`config.mk`:
```
export PLATFORM = sky130hd
export DESIGN_NAME = alu_exec_iter
export DESIGN_NICKNAME = d
export VERILOG_FILES = /design/src/rtl/alu_exec_iter.sv
export SDC_FILE = /design/constraint.sdc
export NUM_CORES = 1
export LEC_CHECK = 0
export ABC_AREA = 1
export BUFFER_PORTS_ARGS = -buffer_cell sky130_fd_sc_hd__buf_4
export CAP_MARGIN = 20
export CELL_PAD_IN_SITES_DETAIL_PLACEMENT = 0
export CELL_PAD_IN_SITES_GLOBAL_PLACEMENT = 1
export CORE_AREA = 2 2 166 168
export DETAILED_ROUTE_END_ITERATION = 6
export DIE_AREA = 0 0 168 170
export GPL_TIMING_DRIVEN = 0
export PLACE_DENSITY_LB_ADDON = 0.1
export SLEW_MARGIN = 30
export SYNTH_ARGS = -nofsm -noshare
export SYNTH_HDL_FRONTEND = slang
export SYNTH_SLANG_ARGS = --single-unit
```
`constraint.sdc`:
```
create_clock -name clk -period 2.5 [get_ports clk]
set_input_delay 0.375 -clock clk [delete_from_list [all_inputs] [get_ports clk]]
set_output_delay 0.375 -clock clk [all_outputs]
set_load 0.005 [all_outputs]
```
`src/rtl/alu_exec_iter.sv`:
```
// alu_exec_iter: RV32I execute-stage ALU with valid/ready handshakes.
// Evaluates integer ops and branch conditions from the 4-bit ALU control code.
// Shifts are iterative (one bit per cycle) by default. Defining
// ALU_BARREL_SHIFT_EN replaces them with a single-cycle barrel shifter.
module alu_exec_iter #(
  parameter int unsigned XLEN = 32
) (
  input  logic            clk,
  input  logic            rst,
  input  logic            in_valid,
  output logic            in_ready,
  input  logic [3:0]      alu_ctrl,
  input  logic            is_branch,
  input  logic [XLEN-1:0] op_a,
  input  logic [XLEN-1:0] op_b,
  output logic            out_valid,
  input  logic            out_ready,
  output logic [XLEN-1:0] result,
  output logic            branch_taken,
  output logic            zero,
  output logic            illegal
);

  localparam int unsigned SW = $clog2(XLEN);

`ifdef ALU_BARREL_SHIFT_EN
  typedef enum logic [1:0] {
    S_IDLE = 2'd0,
    S_DONE = 2'd2
  } state_e;
`else
  typedef enum logic [1:0] {
    S_IDLE  = 2'd0,
    S_SHIFT = 2'd1,
    S_DONE  = 2'd2
  } state_e;

  typedef enum logic [1:0] {
    SH_SLL = 2'd0,
    SH_SRL = 2'd1,
    SH_SRA = 2'd2
  } sh_kind_e;
`endif

  state_e          state_q, state_d;
  logic            out_valid_q, out_valid_d;
  logic [XLEN-1:0] result_q, result_d;
  logic            taken_q, taken_d;
  logic            illegal_q, illegal_d;
  logic            zero_q, zero_d;

`ifndef ALU_BARREL_SHIFT_EN
  logic [XLEN-1:0] work_q, work_d;
  logic [SW-1:0]   cnt_q, cnt_d;
  sh_kind_e        kind_q, kind_d;
  logic [XLEN-1:0] work_step_c;
`endif

  logic            accept_c;
  logic [XLEN-1:0] sum_c;
  logic [XLEN-1:0] diff_c;
  logic            eq_c;
  logic            lt_s_c;
  logic            lt_u_c;
  logic [SW-1:0]   shamt_c;

  // Request acceptance: only in IDLE and never while reset is asserted.
  assign in_ready     = (state_q == S_IDLE) && !rst;
  assign accept_c     = in_valid && in_ready;

  assign out_valid    = out_valid_q;
  assign result       = result_q;
  assign branch_taken = taken_q;
  assign illegal      = illegal_q;
  assign zero         = zero_q;

  // Shared arithmetic and comparison datapath on the incoming operands.
  always_comb begin
    sum_c   = op_a + op_b;
    diff_c  = op_a - op_b;
    eq_c    = (op_a == op_b);
    lt_s_c  = ($signed(op_a) < $signed(op_b));
    lt_u_c  = (op_a < op_b);
    shamt_c = op_b[SW-1:0];
  end

`ifndef ALU_BARREL_SHIFT_EN
  // One-bit shift of the working register; SRA replicates the sign bit.
  always_comb begin
    work_step_c = work_q;
    case (kind_q)
      SH_SLL:  work_step_c = {work_q[XLEN-2:0], 1'b0};
      SH_SRL:  work_step_c = {1'b0, work_q[XLEN-1:1]};
      SH_SRA:  work_step_c = {work_q[XLEN-1], work_q[XLEN-1:1]};
      default: work_step_c = work_q;
    endcase
  end
`endif

  // Next-state and output computation.
  always_comb begin
    state_d     = state_q;
    out_valid_d = out_valid_q;
    result_d    = result_q;
    taken_d     = taken_q;
    illegal_d   = illegal_q;
`ifndef ALU_BARREL_SHIFT_EN
    work_d      = work_q;
    cnt_d       = cnt_q;
    kind_d      = kind_q;
`endif

    case (state_q)
      S_IDLE: begin
        if (accept_c) begin
          state_d     = S_DONE;
          out_valid_d = 1'b1;
          result_d    = '0;
          taken_d     = 1'b0;
          illegal_d   = 1'b0;
          if (is_branch) begin
            case (alu_ctrl)
              4'b1000: taken_d = eq_c;
              4'b1001: taken_d = !eq_c;
              4'b1100: taken_d = lt_s_c;
              4'b1101: taken_d = !lt_s_c;
              4'b1110: taken_d = lt_u_c;
              4'b1111: taken_d = !lt_u_c;
              default: illegal_d = 1'b1;
            endcase
          end else begin
            case (alu_ctrl)
              4'b0000: result_d = sum_c;
              4'b1000: result_d = diff_c;
              4'b0010: result_d = XLEN'(lt_s_c);
              4'b0011: result_d = XLEN'(lt_u_c);
              4'b0100: result_d = op_a ^ op_b;
              4'b0110: result_d = op_a | op_b;
              4'b0111: result_d = op_a & op_b;
`ifdef ALU_BARREL_SHIFT_EN
              4'b0001: result_d = op_a << shamt_c;
              4'b0101: result_d = op_a >> shamt_c;
              4'b1101: result_d = $unsigned($signed(op_a) >>> shamt_c);
`else
              4'b0001, 4'b0101, 4'b1101: begin
                if (shamt_c == '0) begin
                  result_d = op_a;
                end else begin
                  state_d     = S_SHIFT;
                  out_valid_d = 1'b0;
                  work_d      = op_a;
                  cnt_d       = shamt_c;
                  case (alu_ctrl)
                    4'b0001: kind_d = SH_SLL;
                    4'b0101: kind_d = SH_SRL;
                    default: kind_d = SH_SRA;
                  endcase
                end
              end
`endif
              default: illegal_d = 1'b1;
            endcase
          end
        end
      end
`ifndef ALU_BARREL_SHIFT_EN
      S_SHIFT: begin
        work_d = work_step_c;
        cnt_d  = cnt_q - SW'(1);
        if (cnt_q == SW'(1)) begin
          state_d     = S_DONE;
          out_valid_d = 1'b1;
          result_d    = work_step_c;
        end
      end
`endif
      S_DONE: begin
        if (out_ready) begin
          state_d     = S_IDLE;
          out_valid_d = 1'b0;
        end
      end
      default: begin
        state_d     = S_IDLE;
        out_valid_d = 1'b0;
      end
    endcase

    zero_d = (result_d == '0);
  end

  // State and output registers.
  always_ff @(posedge clk or posedge rst) begin
    if (rst) begin
      state_q     <= S_IDLE;
      out_valid_q <= 1'b0;
      result_q    <= '0;
      taken_q     <= 1'b0;
      illegal_q   <= 1'b0;
      zero_q      <= 1'b1;
    end else begin
      state_q     <= state_d;
      out_valid_q <= out_valid_d;
      result_q    <= result_d;
      taken_q     <= taken_d;
      illegal_q   <= illegal_d;
      zero_q      <= zero_d;
    end
  end

`ifndef ALU_BARREL_SHIFT_EN
  // Iterative shifter working register, remaining count and shift kind.
  always_ff @(posedge clk or posedge rst) begin
    if (rst) begin
      work_q <= '0;
      cnt_q  <= '0;
      kind_q <= SH_SLL;
    end else begin
      work_q <= work_d;
      cnt_q  <= cnt_d;
      kind_q <= kind_d;
    end
  end
`endif

endmodule

```
After elaboration in Yosys (flattened, before gate mapping)
Cells that the tools add are included.
{ "word_totals": {"wordCells": 100, "out_inout_bits": 37, "regBits": 77, "inputBits": 73} }
{ "classes": {"n_mux": 37, "n_eq_ne": 25, "addsub": 3, "n_lt_le_gt_ge": 2, "bitwise_logic": 5, "reduce_logical": 19} }
{ "ops": {"columns": ["operator", "n"], "rows": [
  ["$mux W32", 8],
  ["$pmux W32 S8", 1],
  ["$pmux W32 S2", 2],
  ["$pmux W32 S3", 1],
  ["$lt A32 B32 Y1", 2],
  ["$add A32 B32 Y32", 1],
  ["$and A32 B32 Y32", 1],
  ["$eq A32 B32 Y1", 1],
  ["$logic_not A32 Y1", 1],
  ["$or A32 B32 Y32", 1],
  ["$sub A32 B32 Y32", 1],
  ["$xor A32 B32 Y32", 1],
  ["$eq A4 B4 Y1 const B", 6],
  ["$mux W5", 4],
  ["$eq A4 B3 Y1 const B", 4],
  ["$mux W2", 6],
  ["$mux W1", 10],
  ["$ne A2 B2 Y1 const B", 5],
  ["$pmux W5 S2", 1],
  ["$reduce_and A5 Y1", 2],
  ["$reduce_or A10 Y1", 1],
  ["$eq A4 B2 Y1 const B", 2],
  ["$pmux W1 S6", 1],
  ["$pmux W2 S3", 1],
  ["other kinds (19)", 27]
]} }

Longest topological paths before layout
Gate-level depths: netlist of the first run.
{ "depth": {"word_depth": 7, "ltp_mapped": 23, "depth_no_buf": 22} }

Least setup slack after synthesis of the first run
No wires, ideal clock.
{ "synth_path": {"path_kind": "input -> register", "start": "input op_a[0]", "end": "register zero_q, in the netlist zero", "slack_ns": 0.243, "required_ns": 2.433, "stages": 21, "setup_ns": 0.067, "n_path_buf": 0, "arrival_time_ns": 2.190, "cell_sequence": "inv_1 > ha_1 > inv_1 > fa_1 > nand2_1 > nand2_1 > nand3_1 > nand2_1 > nand2_1 > nand3_1 > nand2_1 > nand3_1 > nand3_1 > nand3_1 > nand2_1 > nand2_1 > nor2_1 > nand2_1 > nor2_1 > nand2_1 > nor2_1"} }
{ "synth_between": {"elab_chain_cells": 6, "elab_cells_between_ends": 13, "classes_between": "add/sub (2); order compare (2); mux (5); bitwise (3); reduce/logical (1)"} }
{ "synth_lines": {"columns": ["element", "line", "source"], "rows": [
  ["from (decl)", "14", "input logic [XLEN-1:0] op_a,"],
  ["$sub A32 B32 Y32 / $add A32 B32 Y32 (equally long branches)", "80, 79", null],
  ["$pmux W32 S8 *", "132", "case (alu_ctrl)"],
  ["$mux W32 *", "121", "if (is_branch) begin"],
  ["$mux W32 *", "115", "if (accept_c) begin"],
  ["$pmux W32 S2 *", "113", "case (state_q)"],
  ["via result_d[30]", "47", "logic [XLEN-1:0] result_q, result_d;"],
  ["$logic_not A32 Y1 *", "189", "zero_d = (result_d == '0);"],
  ["via zero_d", "50", "logic zero_q, zero_d;"],
  ["to (signal assigned)", "207", "zero_q <= zero_d;"],
  ["to (decl)", "50", null]
]} }
Mark *: on every way through the listed nets, which the timed path passes. The rest lies on a longest branch.
A chain may end at the register's enable or synchronous reset.

Worst setup path in the final report of the first run
{ "layout_path": {"start": "input alu_ctrl[2]", "end": "register zero_q, in the netlist zero"} }
{ "layout_between": {"elab_chain_cells": 7, "elab_cells_between_ends": 16, "classes_between": "eq/ne (9); mux (4); reduce/logical (3)"} }
{ "layout_lines": {"columns": ["element", "line", "source"], "rows": [
  ["from (decl)", "12", "input logic [3:0] alu_ctrl,"],
  ["$eq A4 B3 Y1 (tied with other cells)", "132", null],
  ["$reduce_or A3 Y1", "132", null],
  ["$pmux W32 S8 *", "132", null],
  ["$mux W32 *", "121", null],
  ["$mux W32 *", "115", null],
  ["$pmux W32 S2 *", "113", null],
  ["via result_d[23]", "47", null],
  ["$logic_not A32 Y1 *", "189", null],
  ["via zero_d", "50", null]
]} }
Marks and branches as above.

==> flow_metrics.py, run 1 <==
metrics = {
    "global_route": {
        "grt_pass1_vias": 12600,
        "gr-total-overflow": 0,
        "grt_pass1_wl_um": 72700,
        "grtUsageTotal": 0.336,
        "antenna_found_initial": 4,
        "grt_max_degree": 40,
    },
    "hold_path": {
        "hp-class": "in2async",
    },
    "sta": {
        "setup_viol": 1,
        "worst_clock_skew_ns": 0.00679,
        "finalWorstSetupSlack_ns": -0.0227,
        "report.final.slew_viol_count": 0,
        "rsz0062_at_grt": "yes",
        "min_period_ns": 2.52,
        "tightestPinTransition_ns": 0.991,
        "hold_viol_final": 0,
        "fmax_ghz": 0.396,
        "relSlewSlack": 0.339,
        "finalCritPeriodShare": 1.01,
    },
    "power_and_ir_drop": {
        "p_leak_uw": 0.00770,
        "netSwitchingPower_uw": 3420,
        "p_int_uw": 3700,
        "ir_worst_vdd_v": 0.000285,
        "combPwrFrac": 0.549,
        "p_seq_frac": 0.280,
        "p_total_uw": 7120,
        "clkPwrFrac": 0.171,
        "sw_frac_of_total": 0.481,
        "power_density_mw_per_mm2": 495,
    },
    "synth": {
        "synth_warnings": 0,
        "ys_types": 50,
        "netlist_area_mm2": 0.0110,
        "ys_seq_elements": 76,
        "syn_nets": 2089,
        "syn_inst": 1909,
        "ys_seq_area_frac": 0.172,
        "avgSynthCellArea_um2": 5.78,
    },
    "routing": {
        "routed_wl_um": 49400,
        "firstDrtPassIters": 7,
        "route.met3.wl_um": 3640,
        "viasPerCell": 5.57,
        "avgRoutedWirePerCell_um": 20.5,
        "drt-met1-wl_um": 21500,
        "wl_met2_um": 22700,
        "drc": 1,
        "ant_nets": 0,
        "drt_iter0_drc": 1486,
        "vias": 13400,
        "top_layer_used": "met4",
    },
    "floorplan": {
        "placementRows": 60,
        "start_util": 0.414,
        "core_area_mm2": 0.0267,
        "die_x_um": 168,
        "ios": 110,
        "die_area_mm2": 0.0286,
        "die_y_um": 170,
    },
    "worst_setup_path": {
        "cp.arrival_ns": 2.80,
        "critPathLaunchType": "input pin",
        "crit_path_max_fanout": 10,
        "path_buf_inv": 3,
        "required_ns": 2.77,
        "criticalPathCategory": "in2reg",
        "endpoint_kind": "register",
        "slowest_delay_ns": 0.45,
        "path_cells": "buf_4 -> inv_2 -> nor2_1 -> nand2_1 -> buf_2 -> o22ai_1 -> a221oi_1 -> nand3_4 -> nand2_2 -> nand2_2 -> nor2_2 -> nand2_1 -> nor2_1 -> nand2_1 -> nor2_2",
        "crit_path_top_delay_cell": "a221oi_1",
        "cpMostUsedCell": "nand2_1",
        "path_delay_family": "simple AND/OR/NAND/NOR gates",
    },
    "status": {
        "run_status": "finished with violations",
        "violations": "design-rule violations, negative setup slack",
    },
    "clock_tree": {
        "cts_root_buf": "clkbuf_16",
        "path_clk_slew_ns": 0.06,
        "clkSinkCount": 76,
        "htreeDepth": 3,
        "tritoncts": "yes",
        "cts-buffers-inserted": 9,
        "clock_latency_ns": 0.35,
        "postCtsHoldBufs": 0,
        "clk_path_buf_depth": 2,
    },
    "placed_design": {
        "hpwl_um": 40200,
        "pre_cts_ws_ns": -0.730,
        "gp_congestion": 0.993,
        "port_buffers": 108,
    },
    "cells_and_area": {
        "diodes": 0,
        "utilization": 0.540,
        "syn_to_final_growth_pct": 30.4,
        "layout_common_cells": "469 x nand2_1, 306 x inv_1, 146 x buf_4, 102 x nand2_2, 102 x a21oi_1",
        "drive_gt1_frac": 0.275,
        "layout.nets": 2246,
        "mostFrequentLayoutCell": "nand2_1",
    },
    "flow_run": {
        "drv_cap": 0,
    },
}
==> cell type report <==
class                      count  area (um^2)
fill                        2818        12300
multi-input combinational   1405         8760
timing repair buffer         146         1140
sequential                    76         1900
tap                          341          427
clock buffer                   9          225
inverter                     355         1380
clock inverter                 7         43.8
buffer                        73          519
==> logic make-up after synthesis <==
| kind of cell | Yosys count | share of synthesized area |
|---|---|---|
| flip-flops | 76 | 0.172 |
| XOR/XNOR | 1 | 0.000793 |
| adder cells (fa/ha/maj) | 107 | 0.123 |
| AND/OR/NAND/NOR | 943 | 0.354 |
| AO/OA/AOI/OAI | 354 | 0.193 |
| buffers and inverters | 428 | 0.157 |
==> synth_stat cells (all sizes together) <==
library cell	instances	area [um^2]
a211o	5	43.8
o211ai	5	37.5
nor3	20	121
fa	2	40.0
a21boi	6	45.0
nand3b	2	15.0
inv	354	1330
a22oi	1	7.51
and3	2	12.5
o2111ai	3	26.3
o22ai	39	244
nor4	3	18.8
nand4	13	81.3
clkinv	1	3.75
o21a	3	22.5
dfrtp	75	1880
xnor2	1	8.76
a21o	2	15.0
ha	105	1310
buf	61	359
a2bb2oi	1	8.76
a21oi	129	649
o21ai	100	500
a211oi	2	15.0
dfstp	1	26.3
nand3	141	716
nand2	591	2240
nor2	161	639
and2	7	43.8
or2	3	18.8
a221oi	22	211
o221ai	28	245
a31oi	2	12.5
o21bai	6	45.0
clkbuf	12	46.3
==> metal layers <==
| layer | global-route usage | up-vias |
|---|---|---|
| met5 | 0 | - |
| met4 | 0.0979 | 0 |
| met3 | 0.0221 | 97 |
| met2 | 0.572 | 612 |
| met1 | 0.458 | 6292 |
| li1 | - | 6436 |
==> flip-flops by register name, summed over array words and instances, names as in the netlist <==
signal	count
branch_taken	1
cnt_q	5
illegal	1
kind_q	2
result	32
state_q	2
work_q	32
zero	1
==> worst register-to-register path: cells and delay by family, from the launching register on <==
kind / cells / cell delay (ns)
simple gates: 8 / 0.92
buf+inv: 3 / 0.61
compound gates: 2 / 0.39
flops: 1 / 0.40
==> power by group through the flow <==
stage | clock [uW] | combinational, uW | sequential [uW]
2_1_floorplan | 0 | 2160 | 1900
3_3_place_gp | 0 | 3290 | 1990
3_5_place_dp | 0 | 3310 | 1980
4_1_cts | 1210 | 3460 | 1970
5_1_grt | 1250 | 4270 | 2030
6_report | 1210 | 3910 | 1990
==> path summary, 6_finish.rpt <==
kind                                   start      endpoint  slack, ns  cells after the start
worst max-delay path             alu_ctrl[2]          zero      -0.02                     15
min in group clk                   is_branch  branch_taken       0.29                      3
max in group asynchronous                rst          zero       1.79                      3
worst min-delay path                     rst    state_q[1]       0.07                      2
worst max register to register     kind_q[1]          zero       0.09                     13
worst min register to register  branch_taken  branch_taken       0.50                      2
==> stage by stage <==
step / instances / cell area, um^2 / setup TNS [ns] / hold slack (ns)
finish: 2412 / 14400 / -0.0227 / 0.0721
global route: 2412 / 14400 / -0.130 / 0.126
CTS: 2386 / 13100 / 0 / 0.0984
detailed placement: 2359 / 12300 / -6.17 / 0.458
global placement: 2358 / 12300 / -69.84 / 0.467
floorplan: 1909 / 11000 / 0 / 0.473
==> timing repair <==
| item | in CTS | in global routing |
|---|---|---|
| gates resized for setup | 127 | 326 |
| setup endpoints to repair | 2 | 13 |
| pin swaps | 8 | 82 |
| setup buffers | 11 | 24 |
| cloned | 0 | 2 |
(Power assumes the default switching activity.)
==> inputs of run 2 (changes only) <==
CELL_PAD_IN_SITES_DETAIL_PLACEMENT = unset   (was 0)
CELL_PAD_IN_SITES_GLOBAL_PLACEMENT = unset   (was 1)
CORE_AREA = 2 2 139 141   (was 2 2 166 168)
DIE_AREA = 0 0 141 143   (was 0 0 168 170)
PLACE_DENSITY = 0.8   (was unset)
PLACE_DENSITY_LB_ADDON = unset   (was 0.1)
==> run 2 against run 1 <==
The run still ends with design-rule violations, negative setup slack left. Power rose by 3.0%. Register-to-register slack got worse by 0.07 ns. Clock power increased by 3%. Flip-flop and latch count unchanged.
==> flow_metrics.py, run 2 (synthesized netlist as in run 1, its figures left out) <==
metrics = {
    "status": {
        "run_status": "finished with violations",
        "violations": "design-rule violations, negative setup slack",
    },
    "worst_setup_path": {
        "endpoint_kind": "register",
        "crit_path_max_fanout": 7,
        "r2r_cells": 12,
        "r2r_end": "zero",
        "required_ns": 2.78,
        "criticalPathCategory": "in2reg",
        "cp.arrival_ns": 2.89,
        "r2r_start": "kind_q[1]",
        "reg2reg_slack_ns": 0.02,
        "startpoint": "op_a[10]",
        "critPathLaunchType": "input pin",
    },
    "cells_and_area": {
        "layout.cells.non_filler": 2309,
        "layout.nets": 2248,
        "drive_gt1_frac": 0.271,
        "final_area_mm2": 0.0144,
        "multiInputGateArea_mm2": 0.00878,
        "fillers": 1400,
        "utilization": 0.773,
        "mostFrequentLayoutCell": "nand2_1",
        "syn_to_final_growth_pct": 30.0,
        "layout_common_cells": "480 x nand2_1, 299 x inv_1, 143 x buf_4, 107 x nand3_1, 107 x a21oi_1",
        "seqCellArea_mm2": 0.00190,
    },
    "hold_path": {
        "hp-class": "in2async",
    },
    "sta": {
        "min_period_ns": 2.61,
        "hold_viol_final": 0,
        "finalWorstSetupSlack_ns": -0.115,
        "fmax_ghz": 0.382,
        "setup_viol": 1,
        "finalCritPeriodShare": 1.05,
        "report.final.slew_viol_count": 0,
        "relSlewSlack": 0.413,
        "worst_clock_skew_ns": 0.00594,
        "tightestPinTransition_ns": 0.880,
    },
    "power_and_ir_drop": {
        "netSwitchingPower_uw": 3540,
        "p_seq_frac": 0.273,
        "combPwrFrac": 0.556,
        "p_leak_uw": 0.00780,
        "clkPwrFrac": 0.171,
        "power_density_mw_per_mm2": 511,
        "ir_worst_vdd_v": 0.000356,
        "sw_frac_of_total": 0.483,
        "p_int_uw": 3790,
    },
    "routing": {
        "ant_nets": 0,
        "drc": 4,
        "routed_wl_um": 48700,
        "vias": 14500,
        "avgRoutedWirePerCell_um": 21.1,
        "firstDrtPassIters": 7,
        "drt_iter0_drc": 1867,
        "viasPerCell": 6.30,
    },
    "floorplan": {
        "start_util": 0.594,
        "core_area_mm2": 0.0186,
        "placementRows": 50,
        "die_x_um": 141,
        "die_area_mm2": 0.0202,
        "ios": 110,
        "die_y_um": 143,
    },
    "clock_tree": {
        "path_clk_slew_ns": 0.06,
        "cts-buffers-inserted": 9,
        "tritoncts": "yes",
        "cts_root_buf": "clkbuf_16",
        "htreeDepth": 3,
        "clkSinkCount": 76,
        "clk_path_buf_depth": 2,
        "clock_latency_ns": 0.34,
    },
    "global_route": {
        "grt_pass1_wl_um": 67500,
        "grt_pass1_vias": 12900,
        "grt_max_degree": 45,
        "gr-total-overflow": 0,
        "grtUsageTotal": 0.435,
        "antenna_found_initial": 3,
    },
    "placed_design": {
        "place_inst": 2252,
        "port_buffers": 108,
        "hpwl_um": 35800,
        "gp_congestion": 1.05,
        "dpl_cell_area_mm2": 0.0122,
    },
    "flow_run": {
        "drv_cap": 0,
    },
}
run 2: power groups by stage:
stage | registers [uW] | clock network (uW) | logic (uW)
floorplan | 1900 | 0 | 2160
global placement | 1980 | 0 | 3170
detailed placement | 1980 | 0 | 3240
CTS | 1970 | 1250 | 3370
global route | 2040 | 1300 | 4370
finish | 2000 | 1250 | 4080
run 2: worst max path at each step:
| stage | to | slack [ns] | depth (start not counted) |
|---|---|---|---|
| floorplan | branch_taken | 0.19 | 1 |
| global placement | work_q[29] | -0.71 | 2 |
| detailed placement | zero | -0.68 | 20 |
| CTS | zero | 0.0004 | 19 |
| global route | zero | -0.15 | 21 |
| finish | zero | -0.11 | 20 |
run 2: cell type report:
cell class / instances / share of cell area
clock buffer: 11 / 0.0176
buffer: 72 / 0.0370
timing repair buffer: 149 / 0.0811
sequential: 76 / 0.133
inverter: 355 / 0.0974
multi-input combinational: 1405 / 0.611
clock inverter: 5 / 0.00244
tap: 234 / 0.0204
antenna: 2 / 0.000349
run 2: repair_timing:
item	in CTS	in global routing
endpoints found under the setup margin	1	2
buffers inserted	4	34
resized for setup	91	374
pin swaps	9	102
hold buffers	0	0
cloned	0	2
run 2: critical path, cell delays in order:
cell	delay (ns)
buf_4	0.16
inv_1	0.09
ha_4	0.35
inv_2	0.07
nand2_1	0.07
nand2_1	0.09
inv_1	0.09
nand2_1	0.17
a21oi_4	0.25
buf_4	0.14
nand3_1	0.07
nand3_1	0.09
nand3_1	0.18
nand2_1	0.13
nand2_1	0.08
nor2_1	0.09
nand2_1	0.07
nor2_2	0.10
nand2_2	0.09
nor2_4	0.13
run 2: metal layers:
layer	share of wire	global-route usage	vias up
met1	0.35	0.552	6546
met2	0.43	0.690	1245
met5	0.00033	0	-
li1	-	-	6427
met3	0.14	0.0858	326
met4	0.080	0.257	2
run 2: through the flow:
stage	hold WS (ns)	setup TNS, ns	setup WS [ns]	total power (uW)
global placement	0.467	-55.16	-0.714	5140
finish	0.0580	-0.115	-0.115	7330
floorplan	0.473	0	0.188	4060
CTS	0.0660	0	0.000445	6580
global route	0.0909	-0.150	-0.150	7700
detailed placement	0.428	-3.79	-0.682	5220
